==> src/rtl/xbar_pkg.sv <==
// xbar_pkg: shared crossbar constants, FSM state type and one-hot request helper
package xbar_pkg;
    localparam int NUM_PORTS = 16;
    localparam int PORT_W = 4;
    typedef enum logic [1:0] {IDLE, REQ, SEND, COOL} state_t;
    function automatic logic [NUM_PORTS-1:0] port_onehot(input logic [PORT_W-1:0] p);
        return {{(NUM_PORTS-1){1'b0}}, 1'b1} << p;
    endfunction
endpackage

==> src/rtl/xbar_input_queue_if.sv <==
// xbar_input_queue_if: ingress flit handshake, arbiter request/grant and fabric egress
interface xbar_input_queue_if #(parameter int DATA_W = 32, parameter int DEPTH = 8);
    import xbar_pkg::*;
    logic in_valid;
    logic in_ready;
    logic [DATA_W-1:0] in_data;
    logic [PORT_W-1:0] in_dest;
    logic [NUM_PORTS-1:0] request;
    logic [NUM_PORTS-1:0] grant_in;
    logic out_valid;
    logic [DATA_W-1:0] out_data;
    logic [PORT_W-1:0] out_dest;
    logic [$clog2(DEPTH):0] fifo_count;
    modport slave (
        input in_valid, in_data, in_dest, grant_in,
        output in_ready, request, out_valid, out_data, out_dest, fifo_count
    );
    modport master (
        output in_valid, in_data, in_dest, grant_in,
        input in_ready, request, out_valid, out_data, out_dest, fifo_count
    );
endinterface

==> src/rtl/xbar_sync_fifo.sv <==
// xbar_sync_fifo: synchronous FIFO; count tells full from empty since pointers wrap mod DEPTH
module xbar_sync_fifo #(
    parameter int WIDTH = 36,
    parameter int DEPTH = 8
) (
    input  logic clock,
    input  logic reset,
    input  logic push,
    input  logic pop,
    input  logic [WIDTH-1:0] wr_data,
    output logic [WIDTH-1:0] rd_data,
    output logic full,
    output logic empty,
    output logic [$clog2(DEPTH):0] count
);
    localparam int AW = $clog2(DEPTH);
    logic [WIDTH-1:0] mem [DEPTH];
    logic [AW-1:0] wr_ptr, rd_ptr;
    logic do_push, do_pop;
    assign do_push = push && !full;
    assign do_pop = pop && !empty;
    assign full = count == (AW+1)'(DEPTH);
    assign empty = count == '0;
    assign rd_data = mem[rd_ptr];
    always_ff @(posedge clock) begin
        if (reset) begin
            wr_ptr <= '0;
            rd_ptr <= '0;
            count <= '0;
        end else begin
            wr_ptr <= wr_ptr + AW'(do_push);
            rd_ptr <= rd_ptr + AW'(do_pop);
            count <= count + (AW+1)'(do_push) - (AW+1)'(do_pop);
        end
    end
    always_ff @(posedge clock)
        if (do_push) mem[wr_ptr] <= wr_data;
endmodule

==> src/rtl/xbar_input_queue.sv <==
// xbar_input_queue: per-input ingress queue; requests the head's output, forwards on grant,
// then holds request low for GNT_LAT cycles so in-flight arbiter grants drain.
module xbar_input_queue
    import xbar_pkg::*;
#(
    parameter int DATA_W = 32,
    parameter int DEPTH = 8,
    parameter int GNT_LAT = 4
) (
    input logic clock,
    input logic reset,
    xbar_input_queue_if.slave bus
);
    localparam int CW = $clog2(GNT_LAT + 1);
    state_t state, state_n;
    logic [CW-1:0] cool;
    logic [PORT_W+DATA_W-1:0] head;
    logic [PORT_W-1:0] head_dest;
    logic full, empty, push, pop;
    assign head_dest = head[DATA_W +: PORT_W];
    assign push = bus.in_valid && !full;
    assign pop = state == SEND;
    assign bus.in_ready = !full;
    xbar_sync_fifo #(.WIDTH(PORT_W + DATA_W), .DEPTH(DEPTH)) u_fifo (
        .clock(clock),
        .reset(reset),
        .push(push),
        .pop(pop),
        .wr_data({bus.in_dest, bus.in_data}),
        .rd_data(head),
        .full(full),
        .empty(empty),
        .count(bus.fifo_count)
    );
    always_ff @(posedge clock) begin
        if (reset) begin
            state <= IDLE;
            cool <= '0;
        end else begin
            state <= state_n;
            cool <= state == SEND ? CW'(GNT_LAT) : state == COOL ? cool - 1'b1 : cool;
        end
    end
    // COOL exits on the cycle the counter runs out, giving exactly GNT_LAT cycles low
    always_comb begin
        state_n = state;
        state_n = state == IDLE ? (empty ? IDLE : REQ)
                : state == REQ  ? (bus.grant_in[head_dest] ? SEND : REQ)
                : state == SEND ? COOL
                : (cool == CW'(1) ? (empty ? IDLE : REQ) : COOL);
    end
    assign bus.request = state == REQ ? port_onehot(head_dest) : '0;
    assign bus.out_valid = pop;
    assign bus.out_data = pop ? head[DATA_W-1:0] : '0;
    assign bus.out_dest = pop ? head_dest : '0;
endmodule

==> src/flat_wrapper.sv <==
// flat-port wrapper written by rule: the top's interface ports become plain ports
module xbar_input_queue_flat import xbar_pkg::*;
#(
    parameter int DATA_W = 32,
    parameter int DEPTH = 8,
    parameter int GNT_LAT = 4
)
  (clock, reset, bus_in_valid, bus_in_data, bus_in_dest, bus_grant_in, bus_in_ready, bus_request, bus_out_valid, bus_out_data, bus_out_dest, bus_fifo_count);
  xbar_input_queue_if #(.DATA_W(DATA_W), .DEPTH(DEPTH)) bus_i ();
  input logic clock;
  input logic reset;
  input wire logic [$bits(bus_i.in_valid)-1:0] bus_in_valid;
  input wire logic [$bits(bus_i.in_data)-1:0] bus_in_data;
  input wire logic [$bits(bus_i.in_dest)-1:0] bus_in_dest;
  input wire logic [$bits(bus_i.grant_in)-1:0] bus_grant_in;
  output wire logic [$bits(bus_i.in_ready)-1:0] bus_in_ready;
  output wire logic [$bits(bus_i.request)-1:0] bus_request;
  output wire logic [$bits(bus_i.out_valid)-1:0] bus_out_valid;
  output wire logic [$bits(bus_i.out_data)-1:0] bus_out_data;
  output wire logic [$bits(bus_i.out_dest)-1:0] bus_out_dest;
  output wire logic [$bits(bus_i.fifo_count)-1:0] bus_fifo_count;
  assign bus_i.in_valid = bus_in_valid;
  assign bus_i.in_data = bus_in_data;
  assign bus_i.in_dest = bus_in_dest;
  assign bus_i.grant_in = bus_grant_in;
  assign bus_in_ready = bus_i.in_ready;
  assign bus_request = bus_i.request;
  assign bus_out_valid = bus_i.out_valid;
  assign bus_out_data = bus_i.out_data;
  assign bus_out_dest = bus_i.out_dest;
  assign bus_fifo_count = bus_i.fifo_count;
  xbar_input_queue #(.DATA_W(DATA_W), .DEPTH(DEPTH), .GNT_LAT(GNT_LAT)) u_core (.clock(clock), .reset(reset), .bus(bus_i));
endmodule
==> config.mk <==
export PLATFORM = sky130hd
export DESIGN_NAME = xbar_input_queue_flat
export DESIGN_NICKNAME = d
export VERILOG_FILES = /design/src/rtl/xbar_pkg.sv /design/src/rtl/xbar_input_queue_if.sv /design/src/rtl/xbar_sync_fifo.sv /design/src/rtl/xbar_input_queue.sv /design/src/flat_wrapper.sv
export SDC_FILE = /design/constraint.sdc
export NUM_CORES = 1
export LEC_CHECK = 0
export CAP_MARGIN = 20
export CORE_UTILIZATION = 40
export DETAILED_ROUTE_END_ITERATION = 8
export PLACE_DENSITY_LB_ADDON = 0.3
export SLEW_MARGIN = 20
export SYNTH_ARGS = -nofsm -noshare
export SYNTH_HDL_FRONTEND = slang
export SYNTH_SLANG_ARGS = --single-unit
==> constraint.sdc <==
create_clock -name clock -period 4.6 [get_ports clock]
set_input_delay 0.69 -clock clock [delete_from_list [all_inputs] [get_ports clock]]
set_output_delay 0.69 -clock clock [all_outputs]
set_load 0.005 [all_outputs]
==> out/results.tsv <==
stage	metric	value	unit
timing	max_freq	251.4	MHz
clocking	cts_buffer_depth	3	
synth	synthCells	603	
clocking	cts_resized	0	
clocking	cts.sinks	303	
timing	fin_crit	3.977	ns
floorplanning	die_w	175.2	um
min_path	hp-class	reg2reg	
power	finalPower	7.032	mW
synth	syn_area	0.01200	sq mm
routing	post_drt_via_cell_ratio	5.124	
power	p_clk_share	33.4	%
run	maxCapViolCount	0	
clocking	htreeDepth	1	
floorplanning	row_count	63	
setup_path	cp_max_fo	34	
timing	skew	0.02565	ns
timing	finalCritPeriodShare	86.46	%
grt	antenna_found_initial	0	
clocking	cts_setup_buffers	0	
final_layout	num_antenna_cells	0	
setup_path	critPathCaptureType	output pin	
synth	synth_edf_count	288	
final_layout	nNetsFinal	802	
grt	grt_max_degree	48	
timing	setup_tns	0	ns
floorplanning	dieHeight	175.2	um
synth	synth_ff_type	edfxtp_1	
timing	worst_pin_slew	0.7510	ns
power	power_frac_seq	47.6	%
power	p_int	5.293	mW
clocking	clock-root-buffer	clkbuf_16	
synth	synth_top_area_share	72.08	%
setup_path	critPathLaunchType	flop	
power	pwr_density_cell	479.7	mW/mm^2
power	switching_share	24.73	%
clocking	cts_buffers	30	
clocking	holdBufCountCts	0	
clocking	clk_pin_slew_worst_paths	0.06	ns
placed_design	io_buffers	112	
synth	syn_avg_cell_area	19.90	sq um
floorplanning	die-area	0.03069	sq mm
timing	finalHoldViolCount	0	
clocking	cts_tree	done	
setup_path	cp_data_required_time	3.91	ns
timing	slew_viol_final	0	
routing	drt_iter0_markers	426	
routing	vias	5877	
synth	synth_most_common_cell	edfxtp_1	
timing	slew_headroom	49.94	%
grt	grt_remaining_overflow	0	
final_layout	syn2layout_area_growth	22.18	%
floorplanning	ioPinCount	113	
timing	setup_viol	0	
routing	drt-pass1-iter-count	6	
setup_path	r2r_setup_slack	1.73	ns
timing	rsz0062_at_grt	false	
setup_path	crit_type	reg2out	
synth	synthTopCellsByCount	288 x edfxtp_1, 73 x nor2_1, 71 x mux4_2	
floorplanning	initial_core_util	40.59	%
setup_path	worstReg2RegStart	u_core.state[1]	
setup_path	max_stage_delay	0.80	ns
outcome	failed_checks	DRC	
synth	synth_top_area_cell	edfxtp_1	
routing	wl_per_cell	21.54	um
routing	drc	2	
grt	grt_util_all_layers	16.53	%
setup_path	arrival	3.29	ns
power	combPwrFrac	19.0	%
grt	first_global_vias	6451	
final_layout	drive_gt1_share	19.55	%
setup_path	slowest_stage	dfxtp_4	
grt	grt_pass1_wl	37.94	mm
synth	yosys_warnings	0	
placed_design	gp_congestion	0.7966	
setup_path	cp_cell_sequence	mux4_2, mux2i_1, and3b_1, nand2_1, nor2_1, clkdlybuf4s50_1	
power	switching_power	1.739	mW
setup_path	cp-startpoint	u_core.u_fifo.rd_ptr[0]	
setup_path	crit_end	bus_request[2]	
outcome	outcome	finished with violations	
synth	synth.distinct_cells	36	
synth	async_reset_ff_share	0	%
routing	wl	24.71	mm
power	p_leak	4.561	nW
synth	yosysSeqAreaShare	74.58	%
placed_design	hpwl	14.73	mm
clocking	clock_latency	0.56	ns
setup_path	r2r-end	u_core.u_fifo.count[2]	
floorplanning	core	0.02956	sq mm
synth	syn-num-nets	669	
synth	yosys-top-cells-area	edfxtp_1 72%, mux4_2 13%, mux2i_1 3.8%	
setup_path	worstRegToRegCells	9	
power	ir_drop	0.0002641	V
synth	ys_ff_latch	303	
routing	ant_nets	0	
[per-layer routing]
| layer | vias to the layer above | GRT usage, % | share of wire, % |
|---|---|---|---|
| li1 | 2670 | - | - |
| met1 | 3015 | 21.77 | 43 |
| met2 | 159 | 28.01 | 49 |
| met3 | 33 | 3.003 | 5.4 |
| met4 | 0 | 4.855 | 1.9 |
| met5 | - | 0 | 0 |
[area by class of cell]
cell class                      instances  area, sq um
Inverter                               10        37.54
Clock inverter                         15        128.9
Sequential cell                       303         8960
Multi-Input combinational cell        262         2938
Tap cell                              390        488.0
Fill cell                            2411        14900
Clock buffer                           38        822.0
Timing Repair Buffer                  129         1286
[power by group through the flow]
stage          logic [mW]  registers [mW]  clock network (mW)
2_1_floorplan       0.905            3.33                   0
3_3_place_gp         1.34            3.39                   0
3_5_place_dp         1.37            3.41                   0
4_1_cts              1.37            3.35                2.40
5_1_grt              1.47            3.38                2.50
6_report             1.33            3.35                2.35
[worst max-delay path: cells and delay by family, from the launching register on]
kind | cells | cell delay (ns)
muxes | 2 | 0.86
DFF | 1 | 0.80
and+or+nand+nor | 3 | 0.55
buffers and inverters | 1 | 0.52
[cell usage in the layout (no fill, tap or decap), types with 2 or more instances in the layout]
cell,Yosys,final
nor3_2,0,2
nand2_1,15,15
a22oi_1,4,4
clkbuf_16,0,31
buf_4,0,14
ha_1,10,10
dfxtp_1,15,12
edfxtp_1,288,288
clkdlybuf4s50_1,0,112
clkbuf_1,14,5
clkinv_2,0,5
a21oi_1,4,4
clkbuf_8,0,2
mux4_2,71,71
bufinv_16,0,2
o21ai_0,2,2
inv_1,10,10
nor2b_1,4,4
buf_12,0,3
xnor2_1,5,5
dfxtp_4,0,3
and2_1,2,2
nor2_1,73,67
clkinv_1,0,5
mux2i_1,46,46
nand2b_1,8,7
inv_6,0,2
nor2_4,0,6
[kinds of logic after synthesis]
group	Yosys count	share of synthesized area (%)
xor gates and xnor gates	6	0.4380
buffers and inverters	38	1.418
adders and majority gates	11	1.210
DFF	303	74.58
muxes	120	17.57
and+or+nand+nor	110	3.931
AOI/OAI and AO/OA	15	0.8552
[worst min-delay path by stage]
stage          cells past startpoint  slack [ns]           start             end
2_1_floorplan                      2        0.50  u_core.cool[2]  u_core.cool[2]
3_3_place_gp                       2        0.51  u_core.cool[2]  u_core.cool[2]
3_5_place_dp                       2        0.55  u_core.cool[2]  u_core.cool[2]
4_1_cts                            2        0.56  u_core.cool[2]  u_core.cool[2]
5_1_grt                            2        0.61  u_core.cool[2]  u_core.cool[2]
6_report                           2        0.55  u_core.cool[2]  u_core.cool[2]
[state kept, by name, summed over array words and instances (netlist names)]
| name | cells |
|---|---|
| u_core.u_fifo.mem | 288 |
| u_core.u_fifo.count | 4 |
| u_core.cool | 3 |
| u_core.u_fifo.rd_ptr | 3 |
| u_core.u_fifo.wr_ptr | 3 |
| u_core.state | 2 |
[through the flow]
step | cells | area [sq um] | util, % | hold WS [ns] | setup slack (ns)
4_1_cts | 1147 | 14660 | 49.60 | 0.5596 | 0.5236
2_1_floorplan | 603 | 12000 | - | 0.4974 | 0.6952
6_report | 1147 | 14660 | 49.60 | 0.5512 | 0.6228
5_1_grt | 1147 | 14660 | 49.60 | 0.6052 | 0.3721
3_3_place_gp | 1094 | 13710 | 46.38 | 0.5102 | 1.174
3_5_place_dp | 1094 | 13710 | 46.38 | 0.5489 | 1.122
Power figures use the tool's default switching activity.
